--- src/rtl/mssd_pkg.sv ---
// ----------------------------------------------------------------------------
// mssd_pkg
// Shared types and default widths for the serial data-transfer controller.
//   state_e      : controller FSM state encoding
//   DEF_PORT_W   : default destination-port field width
//   DEF_NUM_W    : default data-length field width
// Optional build macro: DATA_TRANS_PARITY_EN adds the PAR state.
// ----------------------------------------------------------------------------
package mssd_pkg;

  localparam int DEF_PORT_W = 2;
  localparam int DEF_NUM_W  = 4;

  typedef enum logic [2:0] {
    ST_IDLE = 3'd0,
    ST_PORT = 3'd1,
    ST_NUM  = 3'd2,
    ST_LOAD = 3'd3,
    ST_DATA = 3'd4,
`ifdef DATA_TRANS_PARITY_EN
    ST_PAR  = 3'd5,
`endif
    ST_DONE = 3'd6
  } state_e;

endpackage

--- src/rtl/data_len_cnt.sv ---
// ----------------------------------------------------------------------------
// data_len_cnt
// Loadable payload down-counter that saturates at zero.
// Ports:
//   clk        : clock, rising edge
//   rst_n      : synchronous active-low reset
//   load_i     : load load_val_i (has priority over en_i)
//   en_i       : decrement by one (ignored when already zero)
//   load_val_i : value to load
//   cnt_o      : current count
//   zero_o     : count equals zero
// ----------------------------------------------------------------------------
module data_len_cnt #(
  parameter int W = 4
) (
  input  logic         clk,
  input  logic         rst_n,
  input  logic         load_i,
  input  logic         en_i,
  input  logic [W-1:0] load_val_i,
  output logic [W-1:0] cnt_o,
  output logic         zero_o
);

  logic [W-1:0] cnt_q, cnt_d;

  // NOTE: next-state logic assigns its default first, so every path writes
  // cnt_d and no latch is inferred.
  always_comb begin
    cnt_d = cnt_q;
    if (load_i) begin
      cnt_d = load_val_i;
    end else if (en_i && (cnt_q != '0)) begin
      cnt_d = cnt_q - W'(1);
    end
  end

  // NOTE: state registers use non-blocking assignments only; reset is
  // synchronous, so it lives inside the clocked branch rather than the
  // sensitivity list.
  always_ff @(posedge clk) begin
    if (!rst_n) begin
      cnt_q <= '0;
    end else begin
      cnt_q <= cnt_d;
    end
  end

  assign cnt_o  = cnt_q;
  assign zero_o = (cnt_q == '0);

endmodule

--- src/rtl/data_trans_ctrl.sv ---
// ----------------------------------------------------------------------------
// data_trans_ctrl
// Serial frame receiver: start bit (0), PORT_W port bits MSB-first, NUM_W
// length bits MSB-first, one internal LOAD slot, then N payload bits that are
// forwarded to serOut. Every bit slot is qualified by clkEn.
// Ports:
//   clk      : clock, rising edge
//   rst      : synchronous active-low reset (wins over clkEn)
//   clkEn    : bit-slot enable
//   serIn    : serial input, idle-high
//   port     : destination port, updated at LOAD, held until next LOAD
//   serOut   : forwarded payload bit (0 when serValid is 0)
//   serValid : serOut carries a payload bit this cycle
//   busy     : FSM not idle
//   done     : one-cycle end-of-frame pulse
//   parErr   : (DATA_TRANS_PARITY_EN only) even-parity mismatch, with done
// Optional build macro: DATA_TRANS_PARITY_EN adds a trailing even-parity bit.
// ----------------------------------------------------------------------------
module data_trans_ctrl
  import mssd_pkg::*;
#(
  parameter int NUM_W  = DEF_NUM_W,
  parameter int PORT_W = DEF_PORT_W
) (
  input  logic              clk,
  input  logic              rst,
  input  logic              clkEn,
  input  logic              serIn,
  output logic [PORT_W-1:0] port,
  output logic              serOut,
  output logic              serValid,
  output logic              busy,
`ifdef DATA_TRANS_PARITY_EN
  output logic              parErr,
`endif
  output logic              done
);

  localparam int MAX_W = (PORT_W > NUM_W) ? PORT_W : NUM_W;
  localparam int IDX_W = (MAX_W > 1) ? $clog2(MAX_W) : 1;

`ifdef DATA_TRANS_PARITY_EN
  localparam state_e ST_AFTER_PAY = ST_PAR;
`else
  localparam state_e ST_AFTER_PAY = ST_DONE;
`endif

  state_e            state_q, state_d;
  logic [IDX_W-1:0]  idx_q, idx_d;
  logic [PORT_W-1:0] port_sr_q, port_sr_d;
  logic [PORT_W-1:0] port_q, port_d;
  logic [NUM_W-1:0]  len_sr_q, len_sr_d;
  logic              cnt_load, cnt_en, cnt_zero;
  logic [NUM_W-1:0]  cnt;
`ifdef DATA_TRANS_PARITY_EN
  logic              par_acc_q, par_acc_d;
  logic              par_err_q, par_err_d;
`endif

  data_len_cnt #(.W(NUM_W)) u_len_cnt (
    .clk        (clk),
    .rst_n      (rst),
    .load_i     (cnt_load),
    .en_i       (cnt_en),
    .load_val_i (len_sr_q),
    .cnt_o      (cnt),
    .zero_o     (cnt_zero)
  );

  always_comb begin
    state_d   = state_q;
    idx_d     = idx_q;
    port_sr_d = port_sr_q;
    len_sr_d  = len_sr_q;
    port_d    = port_q;
    cnt_load  = 1'b0;
    cnt_en    = 1'b0;
`ifdef DATA_TRANS_PARITY_EN
    par_acc_d = par_acc_q;
    par_err_d = par_err_q;
`endif
    case (state_q)
      ST_IDLE: begin
        if (clkEn && !serIn) begin
          state_d = ST_PORT;
          idx_d   = '0;
        end
      end
      ST_PORT: begin
        if (clkEn) begin
          port_sr_d = (port_sr_q << 1) | PORT_W'(serIn);
          if (idx_q == IDX_W'(PORT_W - 1)) begin
            idx_d   = '0;
            state_d = ST_NUM;
          end else begin
            idx_d = idx_q + IDX_W'(1);
          end
        end
      end
      ST_NUM: begin
        if (clkEn) begin
          len_sr_d = (len_sr_q << 1) | NUM_W'(serIn);
          if (idx_q == IDX_W'(NUM_W - 1)) begin
            idx_d   = '0;
            state_d = ST_LOAD;
          end else begin
            idx_d = idx_q + IDX_W'(1);
          end
        end
      end
      ST_LOAD: begin
        // Slot spent on loading; serIn is not consumed here.
        if (clkEn) begin
          cnt_load = 1'b1;
          port_d   = port_sr_q;
`ifdef DATA_TRANS_PARITY_EN
          par_acc_d = 1'b0;
`endif
          state_d  = (len_sr_q != '0) ? ST_DATA : ST_AFTER_PAY;
        end
      end
      ST_DATA: begin
        if (clkEn) begin
          cnt_en = 1'b1;
`ifdef DATA_TRANS_PARITY_EN
          par_acc_d = par_acc_q ^ serIn;
`endif
          // The zero term is a defensive exit; a loaded counter is never 0 here.
          if ((cnt == NUM_W'(1)) || cnt_zero) begin
            state_d = ST_AFTER_PAY;
          end
        end
      end
`ifdef DATA_TRANS_PARITY_EN
      ST_PAR: begin
        if (clkEn) begin
          par_err_d = par_acc_q ^ serIn;
          state_d   = ST_DONE;
        end
      end
`endif
      ST_DONE: state_d = ST_IDLE;
      default: state_d = ST_IDLE;
    endcase
  end

  always_ff @(posedge clk) begin
    if (!rst) begin
      state_q   <= ST_IDLE;
      idx_q     <= '0;
      port_sr_q <= '0;
      len_sr_q  <= '0;
      port_q    <= '0;
`ifdef DATA_TRANS_PARITY_EN
      par_acc_q <= 1'b0;
      par_err_q <= 1'b0;
`endif
    end else begin
      state_q   <= state_d;
      idx_q     <= idx_d;
      port_sr_q <= port_sr_d;
      len_sr_q  <= len_sr_d;
      port_q    <= port_d;
`ifdef DATA_TRANS_PARITY_EN
      par_acc_q <= par_acc_d;
      par_err_q <= par_err_d;
`endif
    end
  end

  // serValid is also gated by rst so a reset cycle never forwards a bit.
  assign serValid = rst && clkEn && (state_q == ST_DATA);
  assign serOut   = serValid & serIn;
  assign port     = port_q;
  assign busy     = (state_q != ST_IDLE);
  assign done     = (state_q == ST_DONE);
`ifdef DATA_TRANS_PARITY_EN
  assign parErr   = (state_q == ST_DONE) && par_err_q;
`endif

endmodule

--- config.mk ---
export PLATFORM = sky130hd
export DESIGN_NAME = data_trans_ctrl
export DESIGN_NICKNAME = d
export VERILOG_FILES = /design/src/rtl/mssd_pkg.sv /design/src/rtl/data_len_cnt.sv /design/src/rtl/data_trans_ctrl.sv
export SDC_FILE = /design/constraint.sdc
export NUM_CORES = 1
export LEC_CHECK = 0
export BUFFER_PORTS_ARGS = -buffer_cell sky130_fd_sc_hd__buf_2
export CORE_UTILIZATION = 50
export CTS_BUF_LIST = sky130_fd_sc_hd__clkbuf_16
export CTS_CLUSTER_DIAMETER = 40
export DETAILED_ROUTE_END_ITERATION = 7
export HOLD_SLACK_MARGIN = 0.08
export PLACE_DENSITY = 0.7
export SLEW_MARGIN = 20
export SYNTH_ARGS = -nofsm -noshare
export SYNTH_HDL_FRONTEND = slang
export SYNTH_SLANG_ARGS = --single-unit
--- constraint.sdc ---
create_clock -name clk -period 1.6 [get_ports clk]
set_input_delay 0.32 -clock clk [delete_from_list [all_inputs] [get_ports clk]]
set_output_delay 0.32 -clock clk [all_outputs]
set_load 0.1 [all_outputs]
; After elaboration in Yosys (flattened, before gate mapping)
; Cells that the tools add are included.
[classes]
n_addsub = 2
eq_ne = 16
mux = 21
n_bitwise = 3
reduce_logical = 18
[ops]
columns = operator, n
row1 = 3-bit 2-to-1 mux, 8
row2 = "2-bit != test, second input constant", 8
row3 = 3-bit one-hot mux with 5 select lines, 1
row4 = 2-bit 2-to-1 mux, 6
row5 = 4-bit 2-to-1 mux, 2
row6 = 8-bit AND reduction, 1
row7 = 4-bit nonzero test, 2
row8 = "3-bit by 2-bit equality test with 1-bit output, second input constant", 2
row9 = "3-bit equality test, second input constant", 2
row10 = 2-bit one-hot mux with 3 select lines, 1
row11 = 2-bit AND reduction, 3
row12 = 3-bit nonzero test, 2
row13 = "4-bit by 1-bit equality test with 1-bit output, second input constant", 1
row14 = 1-bit logical AND, 4
row15 = 4-bit zero test, 1
row16 = 4-bit by 1-bit bitwise OR with 4-bit output, 1
row17 = 4-bit AND reduction, 1
row18 = "4-bit by 1-bit subtractor with 4-bit output, second input constant", 1
row19 = "3-bit by 1-bit equality test with 1-bit output, second input constant", 1
row20 = 3-bit zero test, 1
row21 = 1-bit 2-to-1 mux, 3
row22 = "2-bit by 1-bit adder with 2-bit output, second input constant", 1
row23 = "2-bit by 1-bit equality test with 1-bit output, second input constant", 1
row24 = "2-bit equality test, second input constant", 1
row25 = 5 further kinds, 5
[totals]
ff_bits = 17
inputBits = 4
output_inout_bits = 6
elab_cells = 66

; Logic depth before layout (Yosys ltp)
[logic_depth]
depth_word = 5
ltp_mapped = 6
ltp_nobuf = 6

; Modules after synthesis
; From an unflattened synthesis, not the netlist that was laid out.
[unflattened]
hier_cells = 114
area_unflattened_um2 = 993.5
[modules_own_cells]
columns = module, instances, cells_per_inst, area_each_um2, seq_area_each_um2
row1 = data_trans_ctrl, 1, 83, 737.0, 260.2
row2 = data_len_cnt, 1, 31, 256.5, 80.1

; Worst setup path after synthesis
; No wires, ideal clock.
[synth_path]
kind = reg2out
from = reg state_q[0]
to = out done
t_arrival_ns = 1.897
t_required_ns = 1.280
path_slack_ns = -0.617
stages_incl_launch_ff = 4
path_buffers = 1
path_cell_list = dfxtp_1 > buf_2 > nand2b_1 > nor2_1
[synth_between]
elab_chain_len = 1
[synth_rtl]
columns = element, line
row1 = "start, declared", data_trans_ctrl.sv:48  ; state_e state_q, state_d;
row2 = "start signal, assigned", data_trans_ctrl.sv:159  ; state_q <= state_d;
row3 = 3-bit equality test, data_trans_ctrl.sv:176  ; assign done = (state_q == ST_DONE);
row4 = "end, declared", data_trans_ctrl.sv:36  ; output logic done
; No other way between the ends.

; Worst setup path after layout
[layout_path]
from = reg state_q[1]
to = out serOut
[layout_between]
elab_chain_len = 3
[layout_rtl]
columns = element, line
row1 = 3-bit equality test, data_trans_ctrl.sv:172  ; assign serValid = rst && clkEn && (state_q == ST_DATA);
row2 = 1-bit logical AND, data_trans_ctrl.sv:172
row3 = 1-bit AND, data_trans_ctrl.sv:173  ; assign serOut = serValid & serIn;
row4 = "end, declared", data_trans_ctrl.sv:30  ; output logic serOut,
; No other way between the ends.

==> flow_metrics.tcl <==
set metrics [dict create \
    run_status "complete, but fails checks" \
    die_area_mm2 0.00204 \
    drc 0 \
    ys_types 40 \
    cp-start-kind "flop" \
    power_leakage_nw 0.472 \
    worst_pin_slew_ns 0.488 \
    crit_chain "and4bb_2 -> and3_4 -> buf_12" \
    fin_ws_ns -0.00180 \
    tns_ns -0.00180 \
    drtAntennaViolNets 0 \
    cap_violations 0 \
    worstPathArrival_ns 1.28 \
    drive_gt1_frac 0.341 \
    cpLargestDelayFamily "simple AND/OR/NAND/NOR gates" \
    die_height_um 45.2 \
    fin_crit_ns 1.60 \
    fillers 124 \
    cts_sinks 17 \
    synth_ff_type "dfxtp_1" \
    stdcell_count 151 \
    ios 10 \
    die-width_um 45.2 \
    via_count 865 \
    ys_top_cells_by_area "dfxtp_1 36%, mux2i_1 7.5%, ha_1 6.7%" \
    yosysMostFrequentCell "dfxtp_1" \
    cp-end-kind "primary output" \
    hold_class "in -> reg" \
    grt_start_max_net_pins 15 \
    async_flop_share 0 \
    wl_per_cell_um 14.9 \
    synth_top_cell_area_share 0.365 \
    cts_buffers 3 \
    worstSetupPathType "reg -> out" \
    cts_root_buffer "clkbuf_16" \
    syn_inst 108 \
    synth.avg_cell_area_um2 8.64 \
    clock_power_share 0.461 \
    dp_cells 141 \
    switchingPower_w 0.000263 \
    synthToLayoutAreaGrowth_pct 34.5 \
    cp.required_ns 1.28 \
    synthesis.area_um2 933 \
    clk_path_buf_depth 2 \
    crit_path_top_delay_cell "dfxtp_4" \
    synth-warning-count 0 \
    combPwrFrac 0.136 \
    worstPathMaxFanout 5 \
    routabilityCongestion 0.823 \
    syn-num-nets 117 \
    design.core.area_mm2 0.00175 \
    ys_top_cells_by_count "17 x dfxtp_1, 11 x nor2_1, 10 x nand2_1" \
    p_per_area_mw_per_mm2 863 \
    drt_iter0_drc 19 \
    rows 15 \
    avgViaCountPerCell 5.73 \
    peakVddDrop_mv 0.607 \
    clk_pin_slew_worst_paths_ns 0.05 \
    maxSlewViolCount 0 \
    grt_pass1_vias 771 \
    fmax_ghz 0.624 \
    initial_core_util 0.535 \
    htree_levels 1 \
    grt_usage 0.246 \
    dp_hpwl_um 1460 \
    grt_pass1_wl_um 3480 \
    grt_overflow 0 \
    place.port_buffers 9 \
    cpPeakStageDelay_ns 0.36 \
    fin_crit_sh 1.00 \
    clock_latency_ns 0.25 \
    power.share.sequential 0.403 \
    antennaDiodeCount 0 \
    rsz0062_at_grt "yes" \
    cts_tree "yes" \
    cellInternalPower_w 0.000820 \
    slew_headroom 0.677 \
    violations "setup timing" \
    ys_ff_latch 17 \
    antenna_found_initial 0 \
    routed_wl_um 2260 \
    switching_share 0.243 \
    synth_edf_count 0 \
    finClkSkew_ns 0.00312 \
    finalNetCount 136 \
    dr.pass1.iters 4 \
    critPathBufInv 1 \
    p_total_w 0.00108 \
    synth.yosys.seq_area_share 0.365 \
    hold_viol 0 \
    finalSetupViolCount 1 \
    synth_largest_area_cell "dfxtp_1" \
]
## final timing paths
kind	startpoint	endpoint	slack, ns	cells past startpoint
min	rst	state_q[0]$_SDFFE_PN0P_	0.40	2
min reg2reg	port[0]$_SDFFE_PN0P_	port[0]$_SDFFE_PN0P_	0.46	2
max	state_q[1]$_SDFFE_PN0P_	serOut	-0.002	3
max reg2reg	state_q[1]$_SDFFE_PN0P_	u_len_cnt.cnt_o[0]$_SDFFE_PN0P_	0.08	6
## worst register-to-register path, stage by stage (launching register included)
cell and delay (ns):
dfxtp_4 0.36, and4bb_2 0.31, buf_4 0.11, buf_4 0.10, a21boi_2 0.30, nor3_1 0.09
a211oi_1 0.16
## sequential cells by signal, indices dropped and copies added (netlist names)
register	flops
len_sr_q	4
u_len_cnt.cnt_o	4
state_q	3
idx_q	2
port	2
port_sr_q	2
## layout make-up
type	instances	area [um2]	share of cell area
tap	25	31.3	0.0249
inverter	6	22.5	0.0179
sequential	17	353	0.281
clock inverter	1	3.75	0.00299
timing repair buffer	18	173	0.138
clock buffer	3	75.1	0.0598
multi-input combinational	81	597	0.476
## metal layers
layer,share of wire,global-route usage,vias up
met5,0,0,-
met4,0.020,0.145,0
met3,0.055,0.0640,6
met2,0.47,0.362,26
met1,0.45,0.321,412
li1,-,-,421
## kinds of logic after synthesis
logic type / Yosys count / synth area share
buffers and inverters: 10 / 0.0496
AO/OA/AOI/OAI: 21 / 0.158
flip-flops: 17 / 0.365
multiplexers: 7 / 0.0751
AND/OR/NAND/NOR: 48 / 0.286
adder cells (fa/ha/maj): 5 / 0.0670
## power by group through the flow
stage | combinational, W | clock [W] | sequential (W)
2_1_floorplan | 0.0000887 | 0 | 0.000444
3_3_place_gp | 0.000119 | 0 | 0.000449
3_5_place_dp | 0.000120 | 0 | 0.000450
4_1_cts | 0.000133 | 0.000500 | 0.000439
5_1_grt | 0.000154 | 0.000521 | 0.000437
6_report | 0.000147 | 0.000500 | 0.000437
## placed cells by master, fill, tap and decap left out, types with 4 or more instances in the layout
cell type and count:
dfxtp_1 13, nand2_1 10, nor2_1 9, buf_4 9, mux2i_1 7, inv_1 5, buf_2 5, a21oi_1 4
nand3_1 4, ha_1 4, buf_12 4
## timing repair
item	CTS	global route
gates resized for setup	8	11
hold buffers	0	0
pin swaps	2	4
buffers inserted	3	3
endpoints found under the setup margin	4	4
endpoints found under the hold margin	0	0
## per-stage QoR
stage	utilization	area (um2)	hold slack (ns)	setup WS, ns
after floorplan	-	938	0.431	-0.161
final	0.719	1250	0.395	-0.00180
after global placement	0.615	1070	0.445	0.138
after global routing	0.719	1250	0.407	-0.0246
after CTS	0.685	1200	0.390	-0.0175
after detailed placement	0.615	1070	0.452	0.107
(Power assumes the default switching activity.)
